$ cat config.mk
export PLATFORM = sky130hd
export DESIGN_NAME = mb_handshake_tx
export DESIGN_NICKNAME = d
export VERILOG_FILES = /design/src/rtl/cdc_pkg.sv /design/src/rtl/bit_sync.sv /design/src/rtl/mb_handshake_tx.sv
export SDC_FILE = /design/constraint.sdc
export NUM_CORES = 1
export LEC_CHECK = 0
export ABC_AREA = 1
export BUFFER_PORTS_ARGS = -buffer_cell sky130_fd_sc_hd__buf_2
export CORE_ASPECT_RATIO = 0.7
export CORE_UTILIZATION = 30
export DETAILED_ROUTE_END_ITERATION = 8
export GPL_TIMING_DRIVEN = 1
export RECOVER_POWER = 100
export SLEW_MARGIN = 20
export SYNTH_ARGS = -nofsm -noshare
export SYNTH_HDL_FRONTEND = slang
export SYNTH_SLANG_ARGS = --single-unit
$ cat constraint.sdc
create_clock -name i_src_clock -period 2.2 [get_ports i_src_clock]
set_input_delay 0.44 -clock i_src_clock [delete_from_list [all_inputs] [get_ports i_src_clock]]
set_output_delay 0.44 -clock i_src_clock [all_outputs]
set_load 0.02 [all_outputs]
$ cat src/rtl/cdc_pkg.sv
// Shared definitions for the toggle-handshake CDC transmitter and receiver.
package cdc_pkg;

  typedef enum logic {
    IDLE     = 1'b0,
    WAIT_ACK = 1'b1
  } tx_state_t;

  localparam int DEFAULT_TIMEOUT = 1024;

endpackage

$ cat src/rtl/bit_sync.sv
// Two-flop level synchronizer for a single asynchronous bit.
module bit_sync (
  input  logic i_clock,
  input  logic i_reset,
  input  logic i_data,
  output logic o_data
);

  logic meta_reg;
  logic sync_reg;

  always_ff @(posedge i_clock) begin
    if (i_reset) begin
      meta_reg <= 1'b0;
      sync_reg <= 1'b0;
    end else begin
      meta_reg <= i_data;
      sync_reg <= meta_reg;
    end
  end

  assign o_data = sync_reg;

endmodule

$ cat src/rtl/mb_handshake_tx.sv
// Source-side transmitter of the multibit toggle handshake: a 2-entry input
// buffer feeding a held data bus plus a level-toggle request.
module mb_handshake_tx
  import cdc_pkg::*;
#(
  parameter int NB      = 8,
  parameter int TIMEOUT = DEFAULT_TIMEOUT,
  parameter int NB_CNT  = 16
) (
  input  logic              i_src_clock,
  input  logic              i_reset,
  input  logic [NB-1:0]     i_data,
  input  logic              i_valid,
  output logic              o_ready,
  input  logic              i_ack,
  output logic [NB-1:0]     o_data,
  output logic              o_req,
  output logic              o_busy,
  output logic              o_done,
  output logic              o_timeout,
  output logic [NB_CNT-1:0] o_xfer_count
);

  localparam int            TCW   = $clog2(TIMEOUT);
  localparam logic [TCW-1:0] TLAST = TCW'(TIMEOUT - 1);

  // Buffer storage and bookkeeping
  logic [NB-1:0] mem [2];
  logic          wr_ptr_reg;
  logic          rd_ptr_reg;
  logic [1:0]    occ_reg;
  logic [1:0]    occ_next;
  logic          ready_reg;
  logic          push;
  logic          pop;

  // Handshake state
  tx_state_t         state_reg, state_next;
  logic              req_reg, req_next;
  logic [NB-1:0]     data_reg, data_next;
  logic [TCW-1:0]    tcnt_reg, tcnt_next;
  logic              timeout_reg, timeout_next;
  logic              done_reg, done_next;
  logic [NB_CNT-1:0] count_reg, count_next;
  logic              ack_sync;

  bit_sync u_ack_sync (
    .i_clock (i_src_clock),
    .i_reset (i_reset),
    .i_data  (i_ack),
    .o_data  (ack_sync)
  );

  assign push = i_valid & ready_reg;

  always_comb begin
    occ_next = occ_reg;
    unique case ({push, pop})
      2'b10:   occ_next = occ_reg + 2'd1;
      2'b01:   occ_next = occ_reg - 2'd1;
      default: occ_next = occ_reg;
    endcase
  end

  always_ff @(posedge i_src_clock) begin
    if (i_reset) begin
      wr_ptr_reg <= 1'b0;
      rd_ptr_reg <= 1'b0;
      occ_reg    <= 2'd0;
      ready_reg  <= 1'b1;
    end else begin
      if (push) begin
        wr_ptr_reg <= ~wr_ptr_reg;
      end
      if (pop) begin
        rd_ptr_reg <= ~rd_ptr_reg;
      end
      occ_reg   <= occ_next;
      ready_reg <= (occ_next != 2'd2);
    end
  end

  // Storage is never read before it is written, so it needs no reset.
  always_ff @(posedge i_src_clock) begin
    if (push) begin
      mem[wr_ptr_reg] <= i_data;
    end
  end

  always_comb begin
    state_next   = state_reg;
    req_next     = req_reg;
    data_next    = data_reg;
    tcnt_next    = tcnt_reg;
    timeout_next = timeout_reg;
    done_next    = 1'b0;
    count_next   = count_reg;
    pop          = 1'b0;
    case (state_reg)
      IDLE: begin
        if (occ_reg != 2'd0) begin
          data_next  = mem[rd_ptr_reg];
          req_next   = ~req_reg;
          pop        = 1'b1;
          tcnt_next  = '0;
          state_next = WAIT_ACK;
        end
      end
      WAIT_ACK: begin
        if (ack_sync == req_reg) begin
          done_next  = 1'b1;
          count_next = count_reg + NB_CNT'(1);
          state_next = IDLE;
        end else if (tcnt_reg == TLAST) begin
          // The toggle is already out; keep waiting but flag the stall.
          timeout_next = 1'b1;
        end else begin
          tcnt_next = tcnt_reg + TCW'(1);
        end
      end
      default: state_next = IDLE;
    endcase
  end

  always_ff @(posedge i_src_clock) begin
    if (i_reset) begin
      state_reg   <= IDLE;
      req_reg     <= 1'b0;
      data_reg    <= '0;
      tcnt_reg    <= '0;
      timeout_reg <= 1'b0;
      done_reg    <= 1'b0;
      count_reg   <= '0;
    end else begin
      state_reg   <= state_next;
      req_reg     <= req_next;
      data_reg    <= data_next;
      tcnt_reg    <= tcnt_next;
      timeout_reg <= timeout_next;
      done_reg    <= done_next;
      count_reg   <= count_next;
    end
  end

  assign o_ready      = ready_reg;
  assign o_data       = data_reg;
  assign o_req        = req_reg;
  assign o_busy       = (state_reg == WAIT_ACK);
  assign o_done       = done_reg;
  assign o_timeout    = timeout_reg;
  assign o_xfer_count = count_reg;

endmodule

==> results of run 1 <==
## kinds of logic (layout without fill, tap and decap cells)
group,after synthesis,count (layout),synth area share (%)
adder cells (fa/ha/maj),3,3,1.33
AO/OA/AOI/OAI,47,47,9.24
buffers and inverters,56,107,8.49
AND/OR/NAND/NOR,195,195,31.5
XOR/XNOR,2,2,0.619
flip-flops,61,61,48.8
## synth_stat cells
master	count	area, sq um
a21oi_1	16	80.1
a31oi_1	9	56.3
and3_1	1	6.26
buf_2	3	15.0
buf_4	1	7.51
buf_6	3	33.8
clkbuf_1	3	11.3
clkinv_1	1	3.75
dfxtp_1	45	901
edfxtp_1	16	480
ha_1	3	37.5
inv_1	42	158
inv_2	3	11.3
nand2_1	103	387
nand2_2	3	18.8
nand3_1	16	80.1
nand3_2	1	10.0
nand3_4	2	35.0
nand3b_1	2	15.0
nand4_1	6	37.5
nand4_2	1	12.5
nand4_4	1	21.3
nor2_1	47	176
nor2_2	3	18.8
nor2_4	2	22.5
nor3_1	4	20.0
nor3_4	1	16.3
nor3b_1	1	7.51
o21ai_0	19	95.1
o21ai_1	1	5.00
o21ai_2	1	8.76
o21ai_4	1	16.3
or2_1	1	6.26
xor2_1	2	17.5
## metal layers
layer	vias to the layer above	share of wire (%)	global-route usage [%]
met2	56	41	18.9
met1	1062	51	18.3
met3	13	5.3	5.22
met4	0	2.2	6.18
li1	1259	-	-
met5	-	0	0
## area by class of cell
| class | count | area [sq um] | area share, % |
|---|---|---|---|
| Clock buffer | 14 | 254 | 7.61 |
| Inverter | 46 | 173 | 5.18 |
| Clock inverter | 2 | 35.0 | 1.05 |
| Sequential cell | 61 | 1380 | 41.4 |
| Tap cell | 124 | 155 | 4.65 |
| Multi-Input combinational cell | 247 | 1150 | 34.5 |
| Timing Repair Buffer | 45 | 186 | 5.59 |
## power by group
part	switching, mW	internal, mW	leakage [nW]
Combinational	0.737	0.314	0.653
Clock	0.461	0.906	0.141
Sequential	0.123	1.35	0.517
## worst min path at each step
stage | startpoint | to | slack [ns]
after detailed placement | u_ack_sync.meta_reg | u_ack_sync.o_data | 0.40
after global placement | u_ack_sync.meta_reg | u_ack_sync.o_data | 0.39
final | i_data[3] | mem[1][3] | 0.30
after global routing | i_data[5] | mem[1][5] | 0.29
after floorplan | u_ack_sync.meta_reg | u_ack_sync.o_data | 0.39
after CTS | i_data[3] | mem[1][3] | 0.29
## worst max-delay path, delay by kind of cell, from the launching register on
family	cells	cell delay, ns
buffers and inverters	2	0.44
AND/OR/NAND/NOR	4	0.56
adder cells (fa/ha/maj)	1	0.30
AO/OA/AOI/OAI	1	0.13
flip-flops	1	0.31
## placed cells by master (no fill, tap or decap)
master | netlist | routed
edfxtp_1 | 16 | 16
o21ai_4 | 1 | 1
bufinv_16 | 0 | 1
buf_4 | 1 | 2
nand3_1 | 16 | 16
ha_1 | 3 | 3
nor2_2 | 3 | 2
clkbuf_1 | 3 | 39
nor3_1 | 4 | 5
nor3b_1 | 1 | 1
clkbuf_8 | 0 | 1
o21ai_0 | 19 | 20
or2_1 | 1 | 1
inv_1 | 42 | 43
nand2_1 | 103 | 104
nand3_4 | 2 | 2
buf_2 | 3 | 8
clkinv_1 | 1 | 1
o21ai_1 | 1 | 1
clkbuf_16 | 0 | 9
nand3b_1 | 2 | 2
nor2_1 | 47 | 50
xor2_1 | 2 | 2
clkinv_2 | 0 | 1
nand4_1 | 6 | 8
nand2_2 | 3 | 2
and3_1 | 1 | 1
inv_2 | 3 | 2
a21oi_1 | 16 | 16
nand3_2 | 1 | 1
dfxtp_1 | 45 | 45
a31oi_1 | 9 | 9
==> results.yml, run 1 <==
status:
  status: "completed"
global_route:
  grt_pass1_vias: 2207
  grt_util_all_layers_pct: 13.6
  grt.overflow.total: 0
  antenna_found_initial: 0
  grt_max_degree: 29
  grt_pass1_wl_mm: 10.5
final_layout:
  nets: 425
  final_util_pct: 36.6
  stdcell_count: 539
  final_cell_area_sq_mm: 0.00334
  antennaDiodeCount: 0
  syn2layout_area_growth_pct: 17.9
  drive_above_1_share_pct: 7.71
  fillers: 955
drt:
  wirelength_mm: 6.14
  vias_per_cell: 4.43
  wire_per_inst_um: 11.4
  dr.pass1.iters: 4
  ant_nets: 0
  vias: 2390
  dr.first_iter.drc_count: 127
  drc: 0
cts:
  cts_tree: "built"
  post_cts_resized: 0
  clk_latency_ns: 0.32
  post-cts-setup-buffers: 0
  htree_num_levels: 3
  cts_buffers: 9
  path_clk_slew_ns: 0.05
  holdBufCountCts: 0
  clockBufferDepth: 2
  cts_root_buf: "clkbuf_16"
  cts_sinks: 61
power_and_ir_drop:
  leakagePower_nw: 1.31
  total_power_mw: 3.89
  p_per_area_mw_per_mm2: 1170
  ir_drop_mv: 0.429
worst_setup_path:
  path_cells: "inv_1 > o21ai_4 > inv_2 > ha_1 > nor3_1 > or2_1 > and3_1 > nand2_1"
  cp_max_fo: 17
  cp_slowest_cell: "dfxtp_1"
  rrSetupSlack_ns: 0.34
  reg2reg_depth: 8
  rr_endpoint: "o_ready"
  end_kind: "flip-flop"
  critPathLaunch: "o_busy"
  slowest_delay_ns: 0.31
  setup.worst_path.end: "o_ready"
  critPathLaunchType: "flip-flop"
  timing.rr.start: "o_busy"
  path_class: "flip-flop to flip-flop"
  arrival_ns: 2.07
  required_ns: 2.41
placement:
  dpl_worst_slack_ns: 0.365
  globalplace.congestion: 0.803
  dpl-instance-area_sq_mm: 0.00315
  dp_hpwl_mm: 4.20
  numPlacedInstances: 523
  port_buffers: 40
die:
  core-area_sq_mm: 0.00911
  dieHeight_um: 83.2
  start_util_pct: 31.1
  ios: 41
  die_w_um: 118
  die_area_sq_mm: 0.00983
  rows: 29
sta:
  tightest_slew_ns: 0.710
  max_freq_mhz: 538
  hold_viol_final: 0
  finalCriticalPeriod_ns: 1.86
  drv_slew: 0
  holdWs_ns: 0.304
  finalSetupTns_ns: 0
  maxSlewHeadroom_pct: 52.7
  fin_crit_sh_pct: 84.5
  fin_ws_ns: 0.340
  rsz0062_at_grt: "false"
  setup_viol: 0
  fin_worst_skew_ns: 0.00765
synthesis:
  yosys_warnings: 0
  post_synth.cell_area_avg_sq_um: 7.77
  netlist_instances: 364
  yosys_register_bits: 61
  synth_fp_nets: 379
  syn_area_sq_mm: 0.00283
  synth-seq-area-share_pct: 48.8
  synth_cell_type_count: 34
min_path:
  hold_path_class: "input pin to flip-flop"
  hold-path-cell-count: 1
run:
  maxCapViolCount: 0
(Power assumes the default switching activity.)
==> run 2, diff against run 1 <==
clock period = 1.7 ns   (was 2.2 ns; I/O delays follow)
==> results.yml, run 2 (synthesis results as in run 1) <==
worst_setup_path:
  timing.rr.start: "o_busy"
  critical_path.top_delay_family: "simple AND/OR/NAND/NOR gates"
  critPathLaunchType: "flip-flop"
  path_cells: "inv_1 > o21ai_4 > inv_1 > ha_4 > nor3_2 > or2_1 > and3_1 > nand2_1"
  slowest_delay_ns: 0.35
  end_kind: "flip-flop"
  required_ns: 1.91
  path_class: "flip-flop to flip-flop"
  crit_top_cell: "inv_1"
  cp_slowest_cell: "dfxtp_4"
  cp_max_fo: 6
  arrival_ns: 1.80
  critPathLaunch: "o_busy"
  cp_num_buf_inv: 2
global_route:
  grt_pass1_wl_mm: 10.5
  grt.overflow.total: 0
  grt_pass1_vias: 2228
  antenna_found_initial: 0
  grt_max_degree: 20
  grt_util_all_layers_pct: 13.3
cts:
  cts_tree: "built"
  htree_num_levels: 3
  cts_buffers: 9
  post-cts-setup-buffers: 0
  cts_root_buf: "clkbuf_16"
  clockBufferDepth: 2
  holdBufCountCts: 0
  post_cts_resized: 0
  clk_latency_ns: 0.32
  cts_sinks: 61
  path_clk_slew_ns: 0.05
drt:
  dr.pass1.iters: 4
  vias_per_cell: 4.38
  dr.first_iter.drc_count: 106
  wire_per_inst_um: 11.0
  wirelength_mm: 5.99
  vias: 2384
  ant_nets: 0
  drc: 0
final_layout:
  antennaDiodeCount: 0
  drive_above_1_share_pct: 9.52
  layout_common_cells: "nand2_1 (104), nor2_1 (47), inv_1 (45)"
  syn2layout_area_growth_pct: 20.4
  stdcell_count: 544
  final_common_cell: "nand2_1"
  nets: 430
die:
  start_util_pct: 31.1
  rows: 29
  ios: 41
  die_area_sq_mm: 0.00983
  die_w_um: 118
  dieHeight_um: 83.2
  core-area_sq_mm: 0.00911
sta:
  tightest_slew_ns: 0.678
  maxSlewHeadroom_pct: 54.8
  max_freq_mhz: 628
  rsz0062_at_grt: "false"
  fin_ws_ns: 0.107
  finalSetupTns_ns: 0
  fin_worst_skew_ns: 0.00582
  setup_viol: 0
  drv_slew: 0
  finalCriticalPeriod_ns: 1.59
  holdWs_ns: 0.205
  hold_viol_final: 0
  fin_crit_sh_pct: 93.7
placement:
  port_buffers: 40
  globalplace.congestion: 0.841
  dp_hpwl_mm: 4.34
  dpl_worst_slack_ns: 0.241
  numPlacedInstances: 528
power_and_ir_drop:
  leakagePower_nw: 1.35
  ir_drop_mv: 0.570
  p_per_area_mw_per_mm2: 1480
min_path:
  hold_path_class: "input pin to flip-flop"
  min_from: "i_data[4]"
run:
  maxCapViolCount: 0
status:
  status: "completed"
==> run 2: changes by cell type in the layout (fill, tap and decap cells not counted), sizes merged <==
cell / change
buf: +2
clkinv: +2
clkinvlp: +1
==> run 2: layer usage <==
metal	part of all wire (%)	vias to the layer above	track usage (%)
li1	-	1278	-
met1	53	1054	18.3
met2	41	42	19.1
met3	3.2	10	3.30
met4	2.4	0	7.34
met5	0	-	0
==> run 2: worst paths after layout <==
check        cells past startpoint                 to  slack [ns]
max                              8            o_ready        0.11
min                              1          mem[1][4]        0.20
max reg2reg                      8            o_ready        0.11
min reg2reg                      2  u_ack_sync.o_data        0.40
==> run 2: where the power goes <==
group / leakage, nW / switching (mW) / internal, mW
clock: 0.137 / 0.608 / 1.12
combinational: 0.694 / 0.961 / 0.464
sequential: 0.518 / 0.143 / 1.75
total: 1.35 / 1.71 / 3.33
==> run 2: area by class of cell <==
| type | instances | area, sq um |
|---|---|---|
| repair buffers | 50 | 218 |
| clock buffers | 11 | 233 |
| multi-input cells | 247 | 1190 |
| flip-flops and latches | 61 | 1390 |
| fillers | 977 | 5700 |
| clock inverters | 5 | 51.3 |
| inverters | 46 | 173 |
| well taps | 124 | 155 |
==> run 2: through the flow <==
stage          area [sq um]  utilization, %  total power [mW]
5_1_grt                3410            37.4              5.37
3_3_place_gp           3210            35.3              3.42
3_5_place_dp           3210            35.3              3.44
6_report               3410            37.4              5.05
2_1_floorplan          2850               -              3.04
4_1_cts                3500            38.4              5.19
==> run 2: worst register-to-register path: stages, from the launching register on <==
cell	delay, ns
dfxtp_4	0.35
inv_1	0.19
o21ai_4	0.08
inv_1	0.12
ha_4	0.22
nor3_2	0.18
or2_1	0.11
and3_1	0.16
nand2_1	0.05
